==> config.mk <==
export PLATFORM = sky130hd
export DESIGN_NAME = ascon_stream_io
export DESIGN_NICKNAME = d
export VERILOG_FILES = /design/src/rtl/ascon_stream_io_pkg.sv /design/src/rtl/ascon_stream_io_word_serializer.sv /design/src/rtl/ascon_stream_io.sv
export SDC_FILE = /design/constraint.sdc
export NUM_CORES = 1
export LEC_CHECK = 0
export ABC_AREA = 1
export BUFFER_PORTS_ARGS = -buffer_cell sky130_fd_sc_hd__buf_2
export CAP_MARGIN = 30
export CORE_MARGIN = 4
export CORE_UTILIZATION = 30
export DETAILED_ROUTE_END_ITERATION = 16
export GPL_TIMING_DRIVEN = 0
export PLACE_DENSITY = 0.64
export SLEW_MARGIN = 30
export SYNTH_ARGS = -nofsm -noshare
export SYNTH_HDL_FRONTEND = slang
export SYNTH_SLANG_ARGS = --single-unit
==> constraint.sdc <==
create_clock -name clk_i -period 1.75 [get_ports clk_i]
set_input_delay 0 -clock clk_i [delete_from_list [all_inputs] [get_ports clk_i]]
set_output_delay 0 -clock clk_i [all_outputs]
set_load 0.05 [all_outputs]
==> src/rtl/ascon_stream_io_pkg.sv <==
// ascon_stream_io_pkg: shared states and widths for the Ascon host stream adapter
package ascon_stream_io_pkg;
  typedef enum logic [1:0] {IN_IDLE, IN_AD, IN_PT, IN_DONE} io_in_state_e;
  typedef enum logic [1:0] {OUT_IDLE, OUT_CT, OUT_TAG} io_out_state_e;
  localparam int IoBeatWidth = 32;
  localparam int TagBeats = 4;
endpackage

==> src/rtl/ascon_stream_io_word_serializer.sv <==
// ascon_word_serializer: loads a 64-bit word and emits it as two 32-bit valid/ready beats, high half first
module ascon_word_serializer
  import ascon_stream_io_pkg::*;
(
  input  logic                     clk_i,
  input  logic                     rst_n_i,
  input  logic                     load_i,
  input  logic [2*IoBeatWidth-1:0] data_i,
  input  logic                     ready_i,
  output logic                     valid_o,
  output logic [IoBeatWidth-1:0]   data_o,
  output logic                     lo_o,
  output logic                     free_o
);
  logic [2*IoBeatWidth-1:0] buf_q;
  logic [1:0]               beat_q;
  assign valid_o = beat_q != 2'd0;
  assign lo_o    = beat_q == 2'd1;
  assign data_o  = beat_q == 2'd2 ? buf_q[2*IoBeatWidth-1:IoBeatWidth] : lo_o ? buf_q[IoBeatWidth-1:0] : '0;
  // A new word may be loaded while the final half is being accepted, giving gapless output.
  assign free_o  = beat_q == 2'd0 || (lo_o && ready_i);
  // Beat count: 2 = high half pending, 1 = low half pending, 0 = empty.
  always_ff @(posedge clk_i or negedge rst_n_i) begin
    if (!rst_n_i) begin
      buf_q  <= '0;
      beat_q <= 2'd0;
    end else if (load_i) begin
      buf_q  <= data_i;
      beat_q <= 2'd2;
    end else if (valid_o && ready_i) begin
      beat_q <= beat_q - 2'd1;
    end
  end
endmodule

==> src/rtl/ascon_stream_io.sv <==
// ascon_stream_io: 32-bit stream to AD/PT FIFO packer and CT/tag to 32-bit stream drainer (optional err_o via ASCON_IO_ERR_EN)
module ascon_stream_io
  import ascon_stream_io_pkg::*;
#(
  parameter int DataAddrWidth = 7
) (
  input  logic                     clk_i,
  input  logic                     rst_n_i,
  input  logic                     start_i,
  input  logic [DataAddrWidth-1:0] ad_size_i,
  input  logic [DataAddrWidth-1:0] pt_size_i,
  output logic                     busy_o,
  output logic                     done_o,
`ifdef ASCON_IO_ERR_EN
  output logic                     err_o,
`endif
  input  logic                     s_valid_i,
  output logic                     s_ready_o,
  input  logic [IoBeatWidth-1:0]   s_data_i,
  output logic                     m_valid_o,
  input  logic                     m_ready_i,
  output logic [IoBeatWidth-1:0]   m_data_o,
  output logic                     m_last_o,
  output logic                     ad_push_o,
  output logic [63:0]              ad_data_o,
  input  logic                     ad_full_i,
  output logic                     pt_push_o,
  output logic [63:0]              pt_data_o,
  input  logic                     pt_full_i,
  output logic                     ct_pop_o,
  input  logic [63:0]              ct_data_i,
  input  logic                     ct_empty_i,
  input  logic [127:0]             tag_i,
  input  logic                     tag_valid_i
);
  localparam int Daw = DataAddrWidth;
  localparam logic [1:0] TagHalves = 2'(TagBeats / 2);
  io_in_state_e   in_q;
  io_out_state_e  out_q;
  logic           busy_q, done_q, hi_held_q, tag_got_q;
  logic [IoBeatWidth-1:0] hi_q;
  logic [Daw-1:0] ad_size_q, pt_size_q, in_cnt_q, ct_cnt_q;
  logic [127:0]   tag_q;
  logic [1:0]     tag_part_q;
  logic start_acc, in_phase, tgt_full, s_hs, push, phase_last;
  logic ser_free, ser_lo, ser_hs, ct_pop, tag_zone, tag_load, last_hs;
  logic [63:0] ser_data;
  assign start_acc  = start_i && !busy_q;
  assign in_phase   = in_q == IN_AD || in_q == IN_PT;
  assign tgt_full   = in_q == IN_AD ? ad_full_i : pt_full_i;
  assign s_ready_o  = in_phase && !(hi_held_q && tgt_full);
  assign s_hs       = s_valid_i && s_ready_o;
  assign push       = s_hs && hi_held_q;
  assign ad_push_o  = push && in_q == IN_AD;
  assign pt_push_o  = push && in_q == IN_PT;
  assign ad_data_o  = ad_push_o ? {hi_q, s_data_i} : '0;
  assign pt_data_o  = pt_push_o ? {hi_q, s_data_i} : '0;
  assign phase_last = in_cnt_q + Daw'(1) == (in_q == IN_AD ? ad_size_q : pt_size_q);
  assign busy_o     = busy_q;
  assign done_o     = done_q;
  // Input side: pair beats into words and step through the AD then PT phases.
  always_ff @(posedge clk_i or negedge rst_n_i) begin
    if (!rst_n_i) begin
      in_q      <= IN_IDLE;
      hi_q      <= '0;
      hi_held_q <= 1'b0;
      in_cnt_q  <= '0;
      ad_size_q <= '0;
      pt_size_q <= '0;
    end else if (start_acc) begin
      ad_size_q <= ad_size_i;
      pt_size_q <= pt_size_i;
      in_cnt_q  <= '0;
      hi_held_q <= 1'b0;
      in_q      <= ad_size_i != '0 ? IN_AD : pt_size_i != '0 ? IN_PT : IN_DONE;
    end else begin
      if (s_hs) begin
        hi_held_q <= !hi_held_q;
        if (!hi_held_q) hi_q <= s_data_i;
      end
      if (push) begin
        in_cnt_q <= phase_last ? '0 : in_cnt_q + Daw'(1);
        if (phase_last) in_q <= (in_q == IN_AD && pt_size_q != '0) ? IN_PT : IN_DONE;
      end
      if (last_hs) in_q <= IN_IDLE;
    end
  end
  assign ser_hs   = m_valid_o && m_ready_i;
  assign ct_pop   = out_q == OUT_CT && ser_free && !ct_empty_i && ct_cnt_q != pt_size_q;
  assign ct_pop_o = ct_pop;
  // The cycle the last CT low half is accepted already counts as tag territory so the tag follows without a gap.
  assign tag_zone = out_q == OUT_TAG || (out_q == OUT_CT && ct_cnt_q == pt_size_q && ser_hs && ser_lo);
  assign tag_load = tag_zone && ser_free && tag_got_q && tag_part_q != TagHalves;
  assign ser_data = ct_pop ? ct_data_i : tag_part_q == 2'd0 ? tag_q[127:64] : tag_q[63:0];
  assign last_hs  = out_q == OUT_TAG && tag_part_q == TagHalves && ser_hs && ser_lo;
  assign m_last_o = out_q == OUT_TAG && tag_part_q == TagHalves && ser_lo;
  ascon_word_serializer u_ser (
    .clk_i   (clk_i),
    .rst_n_i (rst_n_i),
    .load_i  (ct_pop || tag_load),
    .data_i  (ser_data),
    .ready_i (m_ready_i),
    .valid_o (m_valid_o),
    .data_o  (m_data_o),
    .lo_o    (ser_lo),
    .free_o  (ser_free)
  );
  // Output side: drain CT words, then the captured tag, and signal completion.
  always_ff @(posedge clk_i or negedge rst_n_i) begin
    if (!rst_n_i) begin
      out_q      <= OUT_IDLE;
      busy_q     <= 1'b0;
      done_q     <= 1'b0;
      tag_q      <= '0;
      tag_got_q  <= 1'b0;
      tag_part_q <= 2'd0;
      ct_cnt_q   <= '0;
    end else begin
      done_q <= last_hs;
      if (start_acc) begin
        busy_q     <= 1'b1;
        out_q      <= pt_size_i != '0 ? OUT_CT : OUT_TAG;
        tag_got_q  <= 1'b0;
        tag_part_q <= 2'd0;
        ct_cnt_q   <= '0;
      end else begin
        if (busy_q && !tag_got_q && tag_valid_i) begin
          tag_q     <= tag_i;
          tag_got_q <= 1'b1;
        end
        if (ct_pop) ct_cnt_q <= ct_cnt_q + Daw'(1);
        if (tag_load) tag_part_q <= tag_part_q + 2'd1;
        if (tag_zone && out_q == OUT_CT) out_q <= OUT_TAG;
        if (last_hs) begin
          out_q  <= OUT_IDLE;
          busy_q <= 1'b0;
        end
      end
    end
  end
`ifdef ASCON_IO_ERR_EN
  logic err_q;
  assign err_o = err_q;
  // Sticky protocol-misuse flag, cleared by the next accepted start.
  always_ff @(posedge clk_i or negedge rst_n_i) begin
    if (!rst_n_i) err_q <= 1'b0;
    else err_q <= !start_acc && (err_q || (start_i && busy_q) || (s_valid_i && in_q == IN_DONE) ||
                                 (tag_valid_i && busy_q && in_q != IN_DONE));
  end
`endif
endmodule

==> flow_summary.json <==
{
  "status": "finished with violations",
  "violations": "setup timing",
  "avgSynthCellArea_um2": 7.60,
  "vdd_drop_max_mv": 0.800,
  "ant_nets": 0,
  "ys_seq_area_frac": 0.492,
  "die-width_um": 219,
  "area_growth_pct": 96.7,
  "clk_pin_slew_worst_paths_ps": 60,
  "cp_max_fo": 7,
  "clock_skew_ps": 30.2,
  "avgViaCountPerCell": 4.97,
  "grt_pass1_vias": 16400,
  "cts_tree": "built",
  "hold_path.class": "input port to flip-flop",
  "gr-total-overflow": 0,
  "syn-cell-area_mm2": 0.0134,
  "dieArea_mm2": 0.0482,
  "hpwl_um": 39400,
  "cp_slowest_stage_delay_ps": 380,
  "hold_viol": 0,
  "power_per_cell_area_mw_per_mm2": 526,
  "clockRootBuffer": "clkbuf_16",
  "cp.required_ps": 1750,
  "layout.nets": 2825,
  "clock_tree.buffer_depth": 3,
  "place_area_mm2": 0.0176,
  "cts.sinks": 264,
  "worstSetupStartpointType": "flip-flop",
  "path_class": "flip-flop to primary output",
  "multi_input_area_mm2": 0.00836,
  "synth_nets": 2022,
  "insertion_delay_ps": 610,
  "yosysWarnings": 0,
  "fin_area_mm2": 0.0264,
  "cts_buffers": 31,
  "ys_types": 33,
  "crit_family": "simple AND/OR/NAND/NOR gates",
  "setup_ws_ps": -913,
  "place_ws_ps": -1210,
  "maxCapViolCount": 0,
  "gp_congestion": 0.898,
  "finalMaxSlewViolations": 0,
  "synth_seq_cells": 264,
  "setup_viol": 286,
  "die_y_um": 219,
  "drt_wl_total_um": 65600,
  "coreArea_mm2": 0.0442,
  "end_kind": "primary output",
  "wl_per_cell_um": 20.6,
  "grt_max_degree": 85,
  "io_buffer_count": 414,
  "period_share": 1.52,
  "antenna_found_initial": 3,
  "grt_pass1_wl_um": 91500,
  "synthCells": 1766,
  "rsz0062_at_grt": "yes",
  "worst_pin_slew_ps": 590,
  "slew_headroom": 0.607,
  "seq_area_mm2": 0.00661,
  "nFillCells": 3375,
  "rows": 77,
  "final_core_util": 0.597,
  "io_pins": 415,
  "period_needed_ps": 2660,
  "drive_gt1_frac": 0.439,
  "cp.buffers_inverters": 6,
  "vias": 15800,
  "gr-usage-all-layers": 0.243,
  "max_freq_mhz": 376,
  "drc": 0,
  "r2r_setup_slack_ps": -440,
  "drtPass1Iterations": 7,
  "slowest_stage": "dfrtp_1",
  "worstPathArrival_ps": 2660,
  "leakage_nw": 12.9,
  "htreeDepth": 1,
  "floorplan.initialDensity": 0.303,
  "crit_chain": "inv_2, ha_4, inv_6, or2_4, a21oi_4, nand3_4, nor2_4, buf_12, inv_12, buf_12, nor2_4, buf_6",
  "drt_iter0_drc": 954
}
==> Yosys cell counts <==
library cell / n / area share
nand2_1: 572 / 0.16
dfrtp_1: 264 / 0.49
nor2_1: 216 / 0.060
inv_1: 172 / 0.048
o21ai_0: 128 / 0.048
nand3_1: 121 / 0.045
a21oi_1: 69 / 0.026
mux2_2: 64 / 0.054
clkbuf_1: 52 / 0.015
buf_2: 42 / 0.016
ha_1: 9 / 0.0084
xor2_1: 8 / 0.0052
buf_1: 7 / 0.0020
nor3_1: 6 / 0.0022
inv_2: 5 / 0.0014
nand4_1: 5 / 0.0023
buf_4: 4 / 0.0022
nor4_1: 4 / 0.0019
xnor2_1: 4 / 0.0026
a21oi_4: 1 / 0.0012
clkinv_1: 1 / 0.00028
nand2_2: 1 / 0.00047
nand3_2: 1 / 0.00075
nor2_2: 1 / 0.00047
nor2_4: 1 / 0.00084
o2111ai_1: 1 / 0.00065
o211ai_1: 1 / 0.00056
o21a_1: 1 / 0.00056
o21ai_1: 1 / 0.00037
o21ai_2: 1 / 0.00065
o21bai_1: 1 / 0.00056
or2_1: 1 / 0.00047
or2_2: 1 / 0.00047
==> worst paths after layout <==
kind,to,cells after the start,startpoint
min in group asynchronous,hi_q[19]$_DFFE_PN0P_,3,rst_n_i
min,hi_held_q$_DFFE_PN0P_,7,ad_full_i
max,ad_data_o[10],12,in_q[1]$_DFFE_PN0P_
max in group asynchronous,tag_q[97]$_DFFE_PN0P_,5,rst_n_i
min reg2reg,tag_q[69]$_DFFE_PN0P_,1,tag_q[69]$_DFFE_PN0P_
max reg2reg,hi_q[13]$_DFFE_PN0P_,13,in_q[1]$_DFFE_PN0P_
==> final cells by class <==
cell class	instances	share of cell area
Sequential cell	264	0.250
Multi-Input combinational cell	1219	0.317
Antenna cell	5	0.000474
Timing Repair inverter	1	0.000427
Inverter	178	0.0274
Timing Repair Buffer	777	0.293
Tap cell	592	0.0281
Clock buffer	50	0.0359
Clock inverter	5	0.00256
Buffer	97	0.0450
==> layer usage <==
metal / part of all wire / routed length (µm) / up-vias / track usage
met5: 0 / 0 / - / 0
met4: 0.065 / 4290 / 0 / 0.126
met3: 0.079 / 5180 / 214 / 0.0656
met2: 0.50 / 33100 / 755 / 0.441
met1: 0.35 / 23000 / 7718 / 0.258
li1: - / - / 7153 / -
==> metrics by stage <==
step	hold WS [ps]	std cells	setup TNS, ps	power, mW
5_1_grt	104	3186	-187940	14.3
6_report	70.8	3188	-151450	13.9
3_3_place_gp	217	2772	-1314890	6.93
4_1_cts	3.52	3155	-146410	13.9
3_5_place_dp	-32.1	2775	-208610	6.96
2_1_floorplan	-296	1766	-84840	6.45
==> placed cells by master, fill, tap and decap left out, types with 5 or more instances in the layout <==
cell type	count
nand2_1	410
dfrtp_1	262
buf_2	258
dlygate4sd3_1	243
inv_1	164
nor2_4	134
o21ai_0	113
buf_8	111
buf_6	111
nand2_2	80
nor2_1	80
nand2_4	76
a21oi_1	68
mux2_2	64
clkbuf_16	56
nand3_1	51
nand3_2	41
buf_12	37
buf_4	34
nand3_4	30
clkbuf_1	25
buf_16	16
clkbuf_8	15
clkbuf_2	11
o21ai_2	10
xor2_1	8
nand2_8	7
diode_2	5
inv_2	5
nand4_1	5
==> tightest hold or removal path: cells and delay by family <==
family,cells,cell delay (ps)
AOI/OAI and AO/OA,1,60
and+or+nand+nor,4,370
buffers and inverters,2,200
==> state kept, by name, indices dropped and copies added (netlist names), 7 cells and up <==
name         cells
tag_q          128
u_ser.buf_q     64
hi_q            32
ad_size_q        7
ct_cnt_q         7
in_cnt_q         7
pt_size_q        7
==> power breakdown <==
part	internal [mW]	switching, mW
sequential	6.15	0.0184
clock	3.82	2.72
combinational	0.604	0.564
total	10.6	3.30
==> logic make-up after synthesis <==
| kind of cell | synth area share |
|---|---|
| and+or+nand+nor | 0.275 |
| muxes | 0.0537 |
| buffers and inverters | 0.0842 |
| DFF | 0.492 |
| xor gates and xnor gates | 0.00783 |
| adders and majority gates | 0.00839 |
| AOI/OAI and AO/OA | 0.0780 |
==> repair_timing <==
action | in CTS | in global routing
hold buffers | 243 | 0
gates resized for setup | 831 | 281
hold endpoints to repair | 377 | 0
pin swaps | 145 | 100
buffers inserted | 65 | 24
cloned | 19 | 17
endpoints found under the setup margin | 385 | 434
Power figures use the tool's default switching activity.
